### config.mk
export PLATFORM = sky130hd
export DESIGN_NAME = tdm_demux_4bit
export DESIGN_NICKNAME = d
export VERILOG_FILES = /design/src/rtl/tdm_pkg.sv /design/src/rtl/tdm_demux_4bit_lane_wr_decode.sv /design/src/rtl/tdm_demux_4bit.sv
export SDC_FILE = /design/constraint.sdc
export NUM_CORES = 1
export LEC_CHECK = 0
export CORE_AREA = 5 5 72 57
export CTS_CLUSTER_DIAMETER = 80
export DETAILED_ROUTE_END_ITERATION = 6
export DIE_AREA = 0 0 77 62
export PLACE_DENSITY = 0.58
export SYNTH_ARGS = -nofsm -noshare
export SYNTH_HDL_FRONTEND = slang
export SYNTH_SLANG_ARGS = --single-unit
### constraint.sdc
create_clock -name clk -period 1.8 [get_ports clk]
set_input_delay 0.27 -clock clk [delete_from_list [all_inputs] [get_ports clk]]
set_output_delay 0.27 -clock clk [all_outputs]
set_load 0.05 [all_outputs]
### src/rtl/tdm_pkg.sv
// Shared definitions for the 4-lane TDM link (transmit serializer and receive demux).
package tdm_pkg;

  localparam int TDM_LANES = 4;
  localparam int TDM_SEL_W = $clog2(TDM_LANES);
  localparam int TDM_CNT_W = 8;

  // Index of the final lane in a frame for the default lane count.
  localparam logic [TDM_SEL_W-1:0] LANE_LAST = TDM_SEL_W'(TDM_LANES - 1);

  typedef enum logic [1:0] {
    IDLE    = 2'd0,
    COLLECT = 2'd1,
    FULL    = 2'd2
  } tdm_state_e;

endpackage

### src/rtl/tdm_demux_4bit_lane_wr_decode.sv
// Lane write-enable decoder: turns a lane index plus a write strobe into a one-hot enable.
module lane_wr_decode #(
  parameter int LANES = 4,
  parameter int SEL_W = $clog2(LANES)
) (
  input  logic [SEL_W-1:0] lane_i,
  input  logic             wr_i,
  output logic [LANES-1:0] wr_en_o
);

  // Demultiplex the strobe onto the selected lane.
  always_comb begin
    // NOTE: the default assignment first guarantees every bit is driven on every path, so no latch.
    wr_en_o = '0;
    if (wr_i) begin
      wr_en_o[lane_i] = 1'b1;
    end
  end

endmodule

### src/rtl/tdm_demux_4bit.sv
// Receive side of the 4-lane TDM link: rebuilds a LANES-bit word from a serial
// beat stream (one bit per lane, lane 0 flagged by s_sof) and presents it on a
// valid/ready output slot, with framing-error pulses and a delivered-word counter.
module tdm_demux_4bit
  import tdm_pkg::*;
#(
  parameter int LANES = TDM_LANES,
  parameter int SEL_W = $clog2(LANES),
  parameter int CNT_W = TDM_CNT_W
) (
  input  logic             clk,
  input  logic             rst,
  input  logic             s_bit,
  input  logic             s_valid,
  input  logic             s_sof,
  output logic             s_ready,
  output logic [LANES-1:0] m_data,
  output logic             m_valid,
  input  logic             m_ready,
  output logic             sync_err,
  output logic [CNT_W-1:0] frame_cnt
);

  localparam logic [SEL_W-1:0] LastLane = SEL_W'(LANES - 1);

  tdm_state_e       state_q;
  logic [SEL_W-1:0] lane_q;
  logic [LANES-1:0] asm_q;
  logic [LANES-1:0] asm_d;
  logic [LANES-1:0] m_data_q;
  logic             m_valid_q;
  logic             sync_err_q;
  logic [CNT_W-1:0] frame_cnt_q;

  logic             accept;
  logic             drain;
  logic             wr_stb;
  logic [SEL_W-1:0] wr_sel;
  logic [LANES-1:0] wr_en;

  assign s_ready = (state_q != FULL);
  assign accept  = s_valid && s_ready;
  assign drain   = m_valid_q && m_ready;

  // A SOF beat always lands in lane 0; otherwise the current lane counter selects.
  assign wr_sel = s_sof ? '0 : lane_q;
  assign wr_stb = accept && ((state_q == IDLE && s_sof) || (state_q == COLLECT));

  lane_wr_decode #(
    .LANES (LANES),
    .SEL_W (SEL_W)
  ) u_lane_wr_decode (
    .lane_i  (wr_sel),
    .wr_i    (wr_stb),
    .wr_en_o (wr_en)
  );

  // Next assembly word: enabled lane takes the incoming bit, others keep stale values.
  always_comb begin
    asm_d = asm_q;
    for (int k = 0; k < LANES; k++) begin
      if (wr_en[k]) asm_d[k] = s_bit;
    end
  end

  // Framing FSM, assembly register, output slot and delivered-word counter.
  always_ff @(posedge clk) begin
    if (rst) begin
      state_q     <= IDLE;
      lane_q      <= '0;
      asm_q       <= '0;
      m_data_q    <= '0;
      m_valid_q   <= 1'b0;
      sync_err_q  <= 1'b0;
      frame_cnt_q <= '0;
    end else begin
      sync_err_q <= 1'b0;
      asm_q      <= asm_d;

      if (drain) begin
        frame_cnt_q <= frame_cnt_q + CNT_W'(1);
        m_valid_q   <= 1'b0;
      end

      // NOTE: later non-blocking assignments in this block win, so a load below overrides the drain clear above.
      case (state_q)
        IDLE: begin
          if (accept) begin
            if (s_sof) begin
              lane_q  <= SEL_W'(1);
              state_q <= COLLECT;
            end else begin
              sync_err_q <= 1'b1;
            end
          end
        end

        COLLECT: begin
          if (accept) begin
            if (s_sof) begin
              sync_err_q <= 1'b1;
              lane_q     <= SEL_W'(1);
            end else if (lane_q == LastLane) begin
              lane_q <= '0;
              if (!m_valid_q || m_ready) begin
                m_data_q  <= asm_d;
                m_valid_q <= 1'b1;
                state_q   <= IDLE;
              end else begin
                state_q <= FULL;
              end
            end else begin
              lane_q <= lane_q + SEL_W'(1);
            end
          end
        end

        FULL: begin
          if (drain) begin
            m_data_q  <= asm_q;
            m_valid_q <= 1'b1;
            state_q   <= IDLE;
          end
        end

        default: state_q <= IDLE;
      endcase
    end
  end

  assign m_data    = m_data_q;
  assign m_valid   = m_valid_q;
  assign sync_err  = sync_err_q;
  assign frame_cnt = frame_cnt_q;

endmodule

---- Word-level counts from Yosys, hierarchy flattened ----
Index checks and enable logic that the tools add are counted.
word-level totals
  flip-flop bits (word level) ............. 22
  input bits .............................. 6
  output and inout bits ................... 15
  word-level logic and storage cells ...... 74
operators by class
  add/sub/neg operators ................... 2
  order comparisons ....................... 2
  equal/unequal tests ..................... 11
  mux-type cells .......................... 38
  reduce and logical (&&, ||, !) cells .... 14
operator list
  kind                                                                           number
  4-bit 2-to-1 mux                                                               6
  2-bit 2-to-1 mux                                                               11
  1-bit 2-to-1 mux                                                               15
  2-bit != test (second input constant)                                          6
  6-bit AND reduction                                                            2
  8-bit by 1-bit adder with 8-bit output (second input constant)                 1
  4-bit case mux with 2 select lines                                             1
  2-bit case mux with 3 select lines                                             1
  1-bit logical AND                                                              5
  2-bit equality test (second input constant)                                    2
  2-bit by 1-bit != test with 1-bit output (second input constant)               2
  1-bit case mux with 2 select lines                                             2
  2-bit case mux with 2 select lines                                             1
  4-bit AND reduction                                                            1
  2-bit nonzero test                                                             2
  2-bit by 3-bit less-than comparator with 1-bit output (second input constant)  1
  2-bit by 1-bit adder with 2-bit output (second input constant)                 1
  1-bit demux with 2-bit select                                                  1
  2-bit by 1-bit equality test with 1-bit output (second input constant)         1
  2-bit by 1-bit >= comparator with 1-bit output (second input constant)         1
  2-bit zero test                                                                1
  1-bit logical OR                                                               2
  1-bit zero test                                                                1

---- Depth between registers and ports, before layout ----
  depth in word-level cells ............... 12
  mapped depth ............................ 6
  depth with buffers taken out ............ 6

---- Modules after synthesis ----
A second synthesis with hierarchy kept.
second synthesis, totals
  cell total of the unflattened synthesis .. 132
  area, all modules ....................... 1,163.6 sq um
modules (own cells, without submodules)
  module          instances  cells an instance  area an instance (sq um)  sequential area each (sq um)
  tdm_demux_4bit  1          128                1,126.1                   440.4
  lane_wr_decode  1          4                  37.5                      0.0

---- Worst setup path before layout ----
No wires, ideal clock.
  path kind ............................... reg-to-reg
  from .................................... register state_q[1]
  to ...................................... register m_data_q[1] (netlist: m_data[1])
  setup time .............................. 0.132 ns
  data arrival time ....................... 1.528 ns
  data required time ...................... 1.668 ns
  slack ................................... 0.141 ns
  stages on the path, launching flop included .. 7
  buffers on the path ..................... 0
  period minus slack after synthesis ...... 1.659 ns
  cells stage by stage .................... dfxtp_1 inv_1 ha_1 nand3b_4 a221o_1 nor4_1 nor3_1
between the ends
  longest elaborated chain between the ends .. 11
  elaborated cells on any way between the ends .. 22
  classes of those cells .................. 8 x eq/ne; 7 x mux; 7 x reduce/logical
RTL lines
  what                                line                                 source
  from (decl)                         tdm_demux_4bit.sv:26                 tdm_state_e state_q;
  from (signal assigned)              tdm_demux_4bit.sv:69                 state_q <= IDLE;
  from (signal assigned)              tdm_demux_4bit.sv:91                 state_q <= COLLECT;
  from (signal assigned)              tdm_demux_4bit.sv:108                state_q <= IDLE;
  2-bit zero test                     tdm_demux_4bit.sv:47                 assign wr_stb = accept && ((state_q == IDLE && s_sof) || (state_q == COLLECT));
  1-bit logical AND                   tdm_demux_4bit.sv:47
  1-bit logical OR                    tdm_demux_4bit.sv:47
  1-bit logical AND                   tdm_demux_4bit.sv:47
  4-bit 2-to-1 mux                    tdm_demux_4bit_lane_wr_decode.sv:15  if (wr_i) begin
  1-bit 2-to-1 mux                    tdm_demux_4bit.sv:62                 if (wr_en[k]) asm_d[k] = s_bit;
  4-bit 2-to-1 mux                    tdm_demux_4bit.sv:105                if (!m_valid_q || m_ready) begin
  4-bit 2-to-1 mux                    tdm_demux_4bit.sv:103                end else if (lane_q == LastLane) begin
  4-bit 2-to-1 mux                    tdm_demux_4bit.sv:100                if (s_sof) begin
  4-bit 2-to-1 mux                    tdm_demux_4bit.sv:99                 if (accept) begin
  4-bit case mux with 2 select lines  tdm_demux_4bit.sv:86                 case (state_q)
  to (signal assigned)                tdm_demux_4bit.sv:106                m_data_q <= asm_d;
  to (signal assigned)                tdm_demux_4bit.sv:120                m_data_q <= asm_q;
  to (decl)                           tdm_demux_4bit.sv:30                 logic [LANES-1:0] m_data_q;
Several ways; a longest one is shown, not always the timed one. The select of a mux whose other input is x is not followed.
A chain may end at the register's enable or synchronous reset.

---- Worst setup path in the final report ----
  from .................................... register state_q[1]
  to ...................................... register m_data_q[0] (netlist: m_data[0])
Same word-level chain as after synthesis.

==> key figures <==
Timing
  • Min Tclk post-route: around 1.8 ns
  • Period utilization: ~98%
  • Final Max Tran Viols: 0
  • Slew headroom: 65.6%
  • # setup viols final: 0
  • Final number of hold-violating endpoints: 0
  • Setup ws final: ~0.032 ns
  • Hold_ws: a little over 0.5 ns
  • Slew @ Worst Pin: about 0.51 ns
  • Max Freq: 566 MHz
  • Setup Skew: about 0.0018 ns

Cells and area
  • Finished Layout Cells: 187
  • Final core utilization: a little under half
  • Fin nets: approximately 160
  • Share of cells above drive strength 1: 24.5%
  • Layout area overhead: 35.1%
  • # diodes: 0
  • Number of fill cells: 325
  • Finished Cell Area: between 0.0015 and 0.002 mm²
  • Reg area: 442 µm²
  • Area of the multi-input gates: 679 µm²

Critical path
  • Worst setup SP type: register
  • Reg2reg start: state_q[1]
  • Critical Path AT: 1.94 ns
  • Crit end category: register
  • Worst EP required: about 2.0 ns
  • Critical path type: reg -> reg
  • Crit path launch: state_q[1]
  • Crit path max fanout: 7

Yosys
  • Most frequent cell after synthesis: dfxtp_1
  • Synth cell types: 36
  • Top_reg_cell synth: dfxtp_1
  • Yosys synthesis warning count: 0
  • Asr flop ratio synth: 0%
  • Cell area after synthesis: about 0.0011 mm²
  • EDFF count, synth: 0
  • Syn Inst Count: roughly 120
  • Yosys top cell area share: between 30% and 40%
  • Net count after synthesis: 130
  • Top area cells in the synthesized netlist: dfxtp_1 (40%), ha_1 (7.9%), nor2_1 (5.4%), xor2_1 (4.7%), mux2i_1 (4.5%)
  • Area leader, netlist: dfxtp_1
  • Synth top cells by count: dfxtp_1 (22), nor2_1 (16), ha_1 (7), nand2_1 (6), xor2_1 (6)
  • Synthesis-stage register bit count: 22
  • Syn avg cell area: about 9.5 µm²
  • Sequential fraction of the synthesis area: approximately two fifths

Clock tree
  • Root buffer cell: clkbuf_8
  • Postcts setup bufs: 0
  • Clk buf depth: 2
  • Num CTS Buffers: 3
  • Clk sinks: 22
  • H-tree depth: 1
  • Later-pin clock latency in the skew report: between 0.2 and 0.3 ns
  • CTS tree: done
  • Post-CTS Hold Fix Bufs: 0
  • Reg clk slew, reported paths: around 0.080 ns

Placed design
  • Port Buf Inserts: 20
  • Placement-stage cell area: 0.00141 mm²
  • Placed insts: approximately 180
  • RD Place Congestion: approximately 0.87
  • DP Worst Slack: roughly 0.036 ns
  • Hpwl dp: between 1.5 and 2 mm

Run status
  • Status: finished, final reports clean

Floorplanning
  • IO Pins: 21
  • Core box area: ~0.0033 mm²
  • Die ar.: roughly 0.0048 mm²
  • Die height: around 62 µm
  • Die Span X: ~77 µm
  • Initial Util: between 30% and 40%
  • Num rows: 18

Routing
  • Avg WL per Cell: between 10 and 15 µm
  • Drt via density: a little over 5
  • Vias: 957
  • Final wirelength: 2.76 mm
  • DRC viols: 0
  • DR iter-0 viols: 111
  • Antenna viol nets, final: 0
  • First drt pass iteration count: 4

Flow run
  • Max_cap viols: 0

Global routing
  • Vias in the first global route: approximately 900
  • Grt ovf: 0
  • Busiest grt layer: met2
  • Initial antenna violation count: 0
  • GRT Total Usage: ~11%
  • Met2 GRT Util: 17.2%
  • Grt met3 use: ~3%
  • GR Util met1: 14.5%
  • First-pass GRT wire length: ~4 mm
  • Largest net degree at the start of global routing: 13

Power and ir drop
  • Leakage: 0.609 nW
  • Power Density: about 1200 mW/mm²
  • Peak supply drop: just over 0.4 mV

Worst hold path
  • Min-Delay Path Class: reg -> reg
  • Hold Path Origin: asm_q[3]
through the flow:
stage               setup TNS (ns)  total power, mW
floorplan                        0             1.09
global placement                 0             1.32
detailed placement               0             1.33
CTS                              0             1.70
global route               -0.0528             1.85
finish                           0             1.76
registers in the layout (all words and copies together) (netlist names):
register   cells
state_q        2
lane_q         2
sync_err       1
m_valid        1
m_data         4
frame_cnt      8
asm_q          4
power by group:
group	internal, mW	switching (mW)	total, mW	leakage (nW)
sequential	0.551	0.0419	0.593	0.179
clock	0.195	0.158	0.352	0.0288
combinational	0.346	0.468	0.813	0.402
total	1.09	0.667	1.76	0.609
repair_timing:
action,in CTS,in global routing
hold endpoints to repair,0,0
pin swaps,1,3
resized for setup,1,8
setup endpoints to repair,2,6
layer usage:
metal  part of all wire, %  wire length (µm)  vias up
li1                      -                 -      485
met1                    50              1380      454
met2                    45              1230       16
met3                   4.5               123        2
met4                   1.1                29        0
met5                     0                 0        -
final cells by class:
cell class | instances | share of cell area [%]
Clock buffer | 4 | 3.66
Timing Repair Buffer | 29 | 17.2
Tap cell | 40 | 3.33
Sequential cell | 22 | 29.4
Inverter | 5 | 1.25
Multi-Input combinational cell | 87 | 45.2
kinds of logic (layout without fill, tap and decap cells):
| logic type | count (synthesis) | count (layout) | synth area share (%) |
|---|---|---|---|
| simple gates | 47 | 47 | 24.4 |
| buf+inv | 8 | 38 | 2.81 |
| fa+ha+maj | 7 | 7 | 7.87 |
| xor+xnor | 7 | 7 | 5.51 |
| compound gates | 21 | 21 | 15.3 |
| mux | 5 | 5 | 4.50 |
| flops | 22 | 22 | 39.6 |
cell usage in the layout (no fill, tap or decap), types with 2 or more instances in the layout:
cell type        synthesis  layout
clkbuf_8                 0       4
mux2i_1                  5       4
nor2_1                  16      15
and3_1                   2       2
nor2b_1                  2       2
a31oi_1                  5       4
nand2_1                  6       6
nand3b_1                 4       4
a21oi_1                  2       2
nand3_1                  2       2
buf_4                    0      17
dfxtp_1                 22      21
clkdlybuf4s50_1          0      11
a211oi_1                 3       2
xor2_1                   6       6
and4bb_2                 2       2
nand4_1                  4       4
ha_1                     7       5
o31ai_1                  2       2
inv_1                    5       5
nor3_1                   3       3
worst max-delay path, cell delays in order (launching register included):
cell and delay, ns:
dfxtp_1 0.35, inv_1 0.12, ha_4 0.21, nand3b_4 0.18, a221oi_4 0.42, a31oi_2 0.16, a211oi_2 0.24
worst paths after layout:
kind	end	slack, ns	cells after the start
setup / recovery	m_data[0]	0.03	6
hold / removal	asm_q[3]	0.51	2
setup reg to reg	m_data[0]	0.03	6
hold reg to reg	asm_q[3]	0.51	2
No activity file was read; power rests on OpenSTA's default activity.
==> RTL edit (config.mk and constraints unchanged) <==
Set the package constant `TDM_LANES` to 2 (it was 4).
--- a/src/rtl/tdm_pkg.sv
+++ b/src/rtl/tdm_pkg.sv
@@ -2,5 +2,5 @@
 package tdm_pkg;
 
-  localparam int TDM_LANES = 4;
+  localparam int TDM_LANES = 2;
   localparam int TDM_SEL_W = $clog2(TDM_LANES);
   localparam int TDM_CNT_W = 8;
Ports: changed (resized m_data); port bits go from 21 to 19. No check against the original RTL was run, so the function may have changed too.
==> RTL edit against the unedited design <==
Wire length fell by 33%; highest routed layer unchanged; final area fell by 24%; worst setup slack better by 0.085 ns; synthesized area fell by 22%; count of clock-buffer cells in the layout stayed put; sequential cell count decreased by 5; cell count shrank 17%.
Power is not compared: it rests on default switching activity, and its combinational part moved more than twofold at a synthesized area within 25%.
==> RTL edit: results (changes against the unedited design) <==
Run status
  – Status: complete, no violations

Power and ir drop
  – Comb power frac: between 30% and 40%
  – NetSw: ~330 uW
  – Seq pwr share: between 40% and 50%

Cells and area
  – Layout net count: 128 (-20%)
  – Layout cells sized above 1: 20.9% (-3.6 points)
  – Largest register FFs: 8 (unchanged)
  – Comb_multi_in: 68 (-22%)
  – Multi-input combinational area share: 43.9% (-1.3 points)
  – Inverters: 6 (+1)
  – Cell area after layout: 1140 um^2 (-24%)
  – Plain + repair buffers: 20 (-31%)
  – Non-clk buf share: 15.8% (-1.3 points)
  – Fillers: 324 (-0.31%)
  – Clock-cell share: 3.96% (+0.30 points)
  – Fraction of area in registers: 29.9% (+0.53 points)

Synthesis
  – Distinct cell type count after synthesis: 31 (-14%)
  – YS warnings: 0 (unchanged)
  – Syn Nets: 106 (-18%)
  – Synth top area share: 39.1% (-0.46 points)
  – Synth top area cells: dfxtp_1 39%, ha_1 8.6%, nor2_1 6.0%
  – Synth cell count leaders: 17 x dfxtp_1, 14 x nor2_1, 6 x ha_1, 6 x inv_1, 6 x xor2_1
  – Seq/Total Area, Yosys: 39.1% (-0.46 points)
  – #FFs+latches synth: 17 (-23%)

Detailed routing
  – Metal3 WL: 109 um (-11%)
  – DR iter-0 viols: 51 (-54%)
  – Vias per cell: 4.65 (-9.1%)
  – Wl on met1: 898 um (-35%)
  – Routed length per instance: 11.9 um (-19%)
  – Met2 WL post-DR: 797 um (-35%)
  – Max Used Layer: met4
  – Antenna Nets Post-Route: 0 (unchanged)

Placement
  – Final HPWL DP: 1.41 mm (-29%)
  – I/O Buffers: 18 (-10%)
  – Pre-CTS setup slack: 0.109 ns (+0.0731 ns)
  – Placer Congestion: 0.830 (-4.4%)

Critical path
  – Slowest stage cell, crit path: dfxtp_1
  – CP Max Fanout: 6 (-1)
  – WP data arrival: 1.87 ns (-0.07 ns)
  – Crit end category: register
  – CP peak stage delay: 0.32 ns (-0.10 ns)

Global routing
  – First-pass GRT wire length: 3.29 mm (-20%)
  – Met1 Usage GRT: 10.8% (-3.7 points)
  – Initial antenna violation count: 0 (unchanged)
  – Vias in the first global route: 732 (-18%)
  – Met2 Usage GRT: 13.5% (-3.6 points)
  – Global Route Usage Sum: 8.55% (-2.3 points)
  – M3 GR Usage: 2.74% (-0.29 points)

Clocking
  – Cts bufs inserted: 3 (unchanged)
  – Post-CTS Resized: 0 (-1)
  – Post-CTS Setup Bufs: 0 (unchanged)

Timing
  – Clock skew: 0.00719 ns (+0.00539 ns)
  – Least-Margin Pin Slew: 0.500 ns (-0.0154 ns)
-- RTL edit: stage by stage --
stage,instances,total power [mW]
floorplan,94,0.650
global placement,151,0.733
detailed placement,151,0.740
CTS,155,1.02
global route,155,1.08
finish,155,1.02
-- RTL edit: final timing paths --
kind                     end       start  cells past startpoint  slack (ns)
setup / recovery  state_q[0]  state_q[0]                      6        0.12
hold / removal        lane_q      lane_q                      2        0.52
setup reg to reg  state_q[0]  state_q[0]                      6        0.12
hold reg to reg       lane_q      lane_q                      2        0.52
-- RTL edit: logic make-up (layout without fill, tap and decap cells) --
logic type | after synthesis | in the layout | share of synthesized area, %
adder cells (fa/ha/maj) | 6 | 6 | 8.63
AO/OA/AOI/OAI | 15 | 15 | 14.4
XOR/XNOR | 7 | 7 | 7.05
flip-flops | 17 | 17 | 39.1
multiplexers | 4 | 4 | 4.60
buffers and inverters | 9 | 30 | 4.75
AND/OR/NAND/NOR | 36 | 36 | 21.4
